## src/rtl/restoring_division_pkg.sv

```systemverilog
// Shared constants and state encoding for the restoring divider.
package restoring_division_pkg;

  localparam int DIV_WIDTH = 16;

  typedef enum logic [1:0] {
    IDLE = 2'd0,
    CALC = 2'd1,
    DONE = 2'd2
  } state_t;

endpackage

```

## src/rtl/restoring_division_datapath.sv

```systemverilog
// A/Q/M registers, shift-subtract-restore step and iteration counter.
module restoring_division_datapath #(
  parameter int WIDTH = 16
) (
  input  logic             clk,
  input  logic             rst,
  input  logic             load,
  input  logic             step,
  input  logic [WIDTH-1:0] dividend,
  input  logic [WIDTH-1:0] divisor,
  output logic [WIDTH-1:0] q,
  output logic [WIDTH-1:0] a,
  output logic             cnt_zero
);

  localparam int CW = $clog2(WIDTH + 1);

  // A is kept at WIDTH bits between steps: after a restore it is always
  // below M, so its top bit is never set. The WIDTH+1-bit view exists only
  // inside the shift/subtract where the sign of the trial difference matters.
  logic [WIDTH-1:0] a_r;
  logic [WIDTH-1:0] q_r;
  logic [WIDTH-1:0] m_r;
  logic [CW-1:0]    cnt_r;

  logic [WIDTH:0]   a_sh;
  logic [WIDTH:0]   a_diff;
  logic             neg;

  always_comb begin
    a_sh   = {a_r, q_r[WIDTH-1]};
    a_diff = a_sh - {1'b0, m_r};
    neg    = a_diff[WIDTH];
  end

  always_ff @(posedge clk or negedge rst) begin
    if (!rst) begin
      a_r   <= '0;
      q_r   <= '0;
      m_r   <= '0;
      cnt_r <= '0;
    end else if (load) begin
      a_r   <= '0;
      q_r   <= dividend;
      m_r   <= divisor;
      cnt_r <= CW'(WIDTH);
    end else if (step) begin
      a_r   <= neg ? a_sh[WIDTH-1:0] : a_diff[WIDTH-1:0];
      q_r   <= {q_r[WIDTH-2:0], ~neg};
      cnt_r <= cnt_r - CW'(1);
    end
  end

  assign q        = q_r;
  assign a        = a_r;
  assign cnt_zero = (cnt_r == '0);

endmodule

```

## src/rtl/restoring_division_top.sv

```systemverilog
// Unsigned restoring divider: valid/ready operand intake, one quotient bit
// per clock, valid/ready result delivery with held outputs.
module restoring_division_top
  import restoring_division_pkg::*;
#(
  parameter int WIDTH = DIV_WIDTH
) (
  input  logic             clk,
  input  logic             rst,
  input  logic             src_valid,
  output logic             src_ready,
  input  logic [WIDTH-1:0] dividend,
  input  logic [WIDTH-1:0] divisor,
  output logic             dest_valid,
  input  logic             dest_ready,
  output logic [WIDTH-1:0] quotient,
  output logic [WIDTH-1:0] remainder
);

  state_t           state;
  logic             load;
  logic             step;
  logic             cnt_zero;
  logic [WIDTH-1:0] dp_q;
  logic [WIDTH-1:0] dp_a;
  logic [WIDTH-1:0] quot_r;
  logic [WIDTH-1:0] rem_r;

  assign load = (state == IDLE) && src_valid;
  assign step = (state == CALC) && !cnt_zero;

  restoring_division_datapath #(.WIDTH(WIDTH)) u_dp (
    .clk      (clk),
    .rst      (rst),
    .load     (load),
    .step     (step),
    .dividend (dividend),
    .divisor  (divisor),
    .q        (dp_q),
    .a        (dp_a),
    .cnt_zero (cnt_zero)
  );

  // Results are captured once on entry to DONE so they survive the next
  // operation's load and keep the last answer visible in IDLE.
  always_ff @(posedge clk or negedge rst) begin
    if (!rst) begin
      state  <= IDLE;
      quot_r <= '0;
      rem_r  <= '0;
    end else begin
      case (state)
        IDLE: if (src_valid) state <= CALC;
        CALC: if (cnt_zero) begin
          state  <= DONE;
          quot_r <= dp_q;
          rem_r  <= dp_a;
        end
        DONE: if (dest_ready) state <= IDLE;
        default: state <= IDLE;
      endcase
    end
  end

  assign src_ready  = (state == IDLE);
  assign dest_valid = (state == DONE);
  assign quotient   = quot_r;
  assign remainder  = rem_r;

endmodule

```

## config.mk

```make
export PLATFORM = sky130hd
export DESIGN_NAME = restoring_division_top
export DESIGN_NICKNAME = d
export VERILOG_FILES = /design/src/rtl/restoring_division_pkg.sv /design/src/rtl/restoring_division_datapath.sv /design/src/rtl/restoring_division_top.sv
export SDC_FILE = /design/constraint.sdc
export NUM_CORES = 1
export LEC_CHECK = 0
export ABC_CLOCK_PERIOD_IN_PS = 3900
export BUFFER_PORTS_ARGS = -buffer_cell sky130_fd_sc_hd__buf_2
export CORE_MARGIN = 1.5
export CORE_UTILIZATION = 55
export CTS_BUF_LIST = sky130_fd_sc_hd__clkbuf_2 sky130_fd_sc_hd__clkbuf_4 sky130_fd_sc_hd__clkbuf_8
export DETAILED_ROUTE_END_ITERATION = 12
export PLACE_DENSITY = 0.83
export SLEW_MARGIN = 20
export SYNTH_ARGS = -nofsm -noshare
export SYNTH_HDL_FRONTEND = slang
export SYNTH_HIERARCHICAL = 1
export SYNTH_SLANG_ARGS = --single-unit
```

## constraint.sdc

```tcl
create_clock -name clk -period 3.9 [get_ports clk]
set_input_delay 0.195 -clock clk [delete_from_list [all_inputs] [get_ports clk]]
set_output_delay 0.195 -clock clk [all_outputs]
set_load 0.005 [all_outputs]
```

Word level (Yosys, flattened, before mapping)
Cells that the tools add are included.

operators by class
  add/sub/neg operators = 2
  equal/unequal tests = 5
  reduce and logical (&&, ||, !) cells = 8
  bitwise operators = 1
  mux-type cells = 11

operators with widths
  kind                                                                     count
  16-bit 2-to-1 mux                                                        5
  17-bit by 16-bit subtractor with 17-bit output                           1
  5-bit 2-to-1 mux                                                         2
  2-bit 2-to-1 mux                                                         3
  2-bit one-hot mux with 3 select lines                                    1
  5-bit zero test                                                          1
  5-bit by 1-bit subtractor with 5-bit output, second input constant       1
  2-bit inequality test, second input constant                             2
  3-bit AND reduction                                                      1
  2-bit by 1-bit == test with 1-bit output, second input constant          1
  2-bit == test, second input constant                                     1
  1-bit logical AND                                                        2
  2-bit zero test                                                          1
  2-bit by 1-bit inequality test with 1-bit output, second input constant  1
  2-bit AND reduction                                                      1
  2-bit nonzero test                                                       1
  1-bit zero test                                                          1
  1-bit NOT                                                                1

word-level totals
  logic and storage cells = 34
  bits of input ports = 36
  output and inout port bits = 34
  flip-flop bits (word level) = 87

Logic depth before layout (Yosys ltp)
  depth after elaboration = 5
  depth in mapped cells = 12
  depth with buffers taken out = 11

Modules after synthesis
The synthesis kept the hierarchy.

modules (own cells, without submodules)
  module                       times used  area each (µm²)  cells each
  restoring_division_datapath  1           3219.3           338
  restoring_division_top       1           1423.9           79

Worst setup path before layout
No wires, ideal clock.

  path type = reg-to-reg
  start = reg u_dp.q_r[15], in the netlist u_dp/q[15]
  end = reg u_dp.a_r[0], in the netlist u_dp/a[0]
  data required time = 3.806 ns
  library setup time = 0.094 ns
  period minus slack after synthesis = 2.702 ns
  path buffers = 0
  arrival time = 2.608 ns
  path slack = 1.198 ns
  stages on the path, launching flop included = 12
  cells stage by stage = dfrtp_1 -> inv_1 -> ha_1 -> inv_1 -> fa_1 -> a21oi_1 -> o21ai_1 -> o2111ai_1 -> a311o_2 -> xnor2_4 -> mux2_2 -> a211oi_1

between the ends
  word-level cells in the longest chain between the ends = 4

ends and longest elaborated chain
  what                                            line                               text
  from (decl)                                     restoring_division_datapath.sv:22  logic [WIDTH-1:0] q_r;
  from (signal assigned)                          restoring_division_datapath.sv:44  q_r <= dividend;
  from (signal assigned)                          restoring_division_datapath.sv:49  q_r <= {q_r[WIDTH-2:0], ~neg};
  17-bit by 16-bit subtractor with 17-bit output  restoring_division_datapath.sv:32  a_diff = a_sh - {1'b0, m_r};
  16-bit 2-to-1 mux (*)                           restoring_division_datapath.sv:48  a_r <= neg ? a_sh[WIDTH-1:0] : a_diff[WIDTH-1:0];
  16-bit 2-to-1 mux (*)                           restoring_division_datapath.sv:47  end else if (step) begin
  16-bit 2-to-1 mux (*)                           restoring_division_datapath.sv:42  end else if (load) begin
  to (signal assigned)                            restoring_division_datapath.sv:48
  to (decl)                                       restoring_division_datapath.sv:21  logic [WIDTH-1:0] a_r;

Every way passes the cells marked *; elsewhere a longest branch is shown, timed or not. The select of a mux whose other input is x is not followed.
A chain may end at the register's enable or synchronous reset.

Worst setup path after layout
Same ends and word-level chain as after synthesis.

==> metrics <==
nets 538; die footprint 9002 um2; Tightest Pin Transition 943.2 ps; Tcrit/Tclk final 84.60%; synth warn 6; Final Critical Period 3299 ps; Placed Area 5026 um2; Vias 3273; Root Driver clkbuf_8; syn_area_per_cell 11.13 um2; share of layout cells above drive strength 1 27.66%; outcome finished clean; first-pass GRT wire length 14810 um; Final GP Congestion 0.8801; drt total wl 9030 um; Final WS setup 600.6 ps; pre-CTS setup slack 664.5 ps; Hold WC Path Type input port to flip-flop; clock skew 12.06 ps; clk sinks 87; gr ovfl total 0; Port-buffer cells 69; initial DRC count 219; GRT Overall Usage 21.20%; Clock Latency Late Sink 360 ps; DR vias/cell 5.519; syn_nets 472; Reg clk slew, reported paths 100 ps; RSZ-0062 raised after global routing false; Power Density 1044 nW/um2; CP Data Arrival Time 3540 ps; Synth area leader dfrtp_1; critical path data required time 4140 ps; sequential fraction of the synthesis area 46.89%; antenna-violating nets left 0; Post-synth ARST share 100.0%; final slew viol count 0; synthesized flop and latch total 87; floorplan row count 33; EDFF count, synth 0; Leak 2.629 nW; kind of end point of the critical path flip-flop; DRC 0; Synth-to-Final Area Change 12.40%; Mapped Area 4643 um2; Placed Instances 576; I/O pins 70; post-synth top area share 46.89%; clock tree buffer depth 2; max-cap viol count 0; Final Hold Violating Endpoints 0; ys flop type dfrtp_1; Setup CP Type flip-flop to flip-flop; f_max 303.1 MHz; relative slew slack 37.12%; post-route design area 5219 um2; fill count 651; worst ir drop on vdd 0.0004414 V; drt pass-1 iters 4; largest net degree at the start of global routing 56; HPWL after detailed placement 6347 um; Routed WL per cell 15.23 um; final setup TNS 0 ps; Post-Route Utilization 63.51%; count of cell types in the netlist 53; Gate Count Post-Synth 417; # setup viols final 0; Die Wd 94.88 um; core area 8217 um2; vias in the first global route 3223; initial antenna violation count 0; CTS tree built; Num CTS Buffers 9; Startpoint Class flip-flop; initial core utilization 56.51%; Die Y-Extent 94.88 um; ant diodes 0; Max Fanout on Critical Path 17; Synth area leaders dfrtp_1, mux2_4, mux2i_1; non-filler cells, final 593; H-tree depth 3
==> state kept, by name, summed over array words and instances (netlist names) <==
signal and cells:
u_dp/a 16, u_dp/m_r 16, u_dp/cnt_r 5, remainder 16
quotient 16, u_dp/q 16, state 2
==> where the power goes <==
part / internal [mW] / total [mW] / switching (mW)
Sequential: 1.34 / 1.64 / 0.300
Clock: 0.248 / 0.580 / 0.333
Combinational: 1.57 / 3.22 / 1.65
==> final timing paths <==
check,slack [ps],depth (start not counted),to,from
worst max-delay path,600,11,u_dp/a[0],u_dp/q[15]
worst min-delay path,30,2,state[1],dest_ready
worst max register to register,600,11,u_dp/a[0],u_dp/q[15]
worst min register to register,510,1,remainder[10],remainder[10]
max in group asynchronous,2590,3,quotient[13],rst
min in group asynchronous,410,2,u_dp/q[12],rst
==> through the flow <==
stage	total power, mW	hold slack [ps]
floorplan	4.196	-100.6
global placement	4.686	263.5
detailed placement	4.860	269.3
CTS	5.456	20.87
global route	5.900	18.38
finish	5.446	29.00
==> layer usage <==
| metal | routed length, um | global-route usage, % | share of wire (%) | vias up |
|---|---|---|---|---|
| met3 | 297 | 3.865 | 3.3 | 9 |
| met2 | 4411 | 34.35 | 49 | 70 |
| met5 | 0 | 0 | 0 | - |
| met1 | 4202 | 28.50 | 47 | 1592 |
| met4 | 119 | 7.463 | 1.3 | 0 |
| li1 | - | - | - | 1602 |
==> area by class of cell <==
| type | count | area, um2 | share of cell area [%] |
|---|---|---|---|
| clock buffers | 10 | 131.4 | 2.517 |
| clock inverters | 6 | 51.30 | 0.9830 |
| repair buffers | 74 | 387.9 | 7.432 |
| multi-input cells | 286 | 2246 | 43.04 |
| well taps | 105 | 131.4 | 2.517 |
| inverters | 25 | 93.84 | 1.798 |
| flip-flops and latches | 87 | 2177 | 41.72 |
==> placed cells by master (no fill, tap or decap), types with 3 or more instances in the layout <==
master and count:
mux2_4 29, a21o_1 3, buf_2 68, nand2_1 38, nor2b_1 3, nand2b_1 6
nor3_1 7, a211oi_1 18, ha_1 18, a21oi_1 12, o21ai_0 38, nor2_1 22
o31ai_1 4, mux2_2 7, o21a_1 3, xnor2_1 11, inv_6 3, xor2_1 6
dfrtp_1 87, mux2i_1 28, buf_4 5, clkbuf_8 9, inv_1 25
==> cells by family after synthesis <==
logic type / Yosys count / synth area share, %
AO/OA/AOI/OAI: 89 / 11.83
adder cells (fa/ha/maj): 19 / 5.282
XOR/XNOR: 18 / 3.800
flip-flops: 87 / 46.89
buffers and inverters: 44 / 4.877
multiplexers: 64 / 17.11
AND/OR/NAND/NOR: 96 / 10.21
==> worst max-delay path, cell delays in order (launching register included) <==
cell and delay (ps):
dfrtp_1 370, inv_1 60, ha_1 210, inv_1 70, fa_1 200, a21oi_1 110, o21ai_1 230, o2111ai_1 160
a311o_2 470, xnor2_4 610, mux2_2 410, a211oi_1 270
==> synthesized netlist by cell type (2+ instances only) <==
library cell  number
mux2_4            29
a21oi_1           12
nand3b_1           2
xnor2_1           11
nor3_1             7
ha_1              18
nor4_1             2
o21a_1             3
dfrtp_1           87
a21o_1             3
o211ai_1           2
nor2b_1            3
or3_1              2
buf_6              4
inv_1             25
nand2b_1           6
a211oi_1          18
nor3b_1            2
xor2_1             6
mux2_2             7
nor2_1            22
buf_4              2
mux2i_1           28
clkbuf_1           8
nor4b_1            2
nand3_1            2
o21ai_0           38
o31ai_1            4
nand2_1           38
==> what timing repair did <==
item	CTS	global route
resized for setup	0	0
setup buffers	0	0
endpoints found under the hold margin	52	0
hold buffers	1	0
Note: power is estimated with default switching activity, not from simulation.
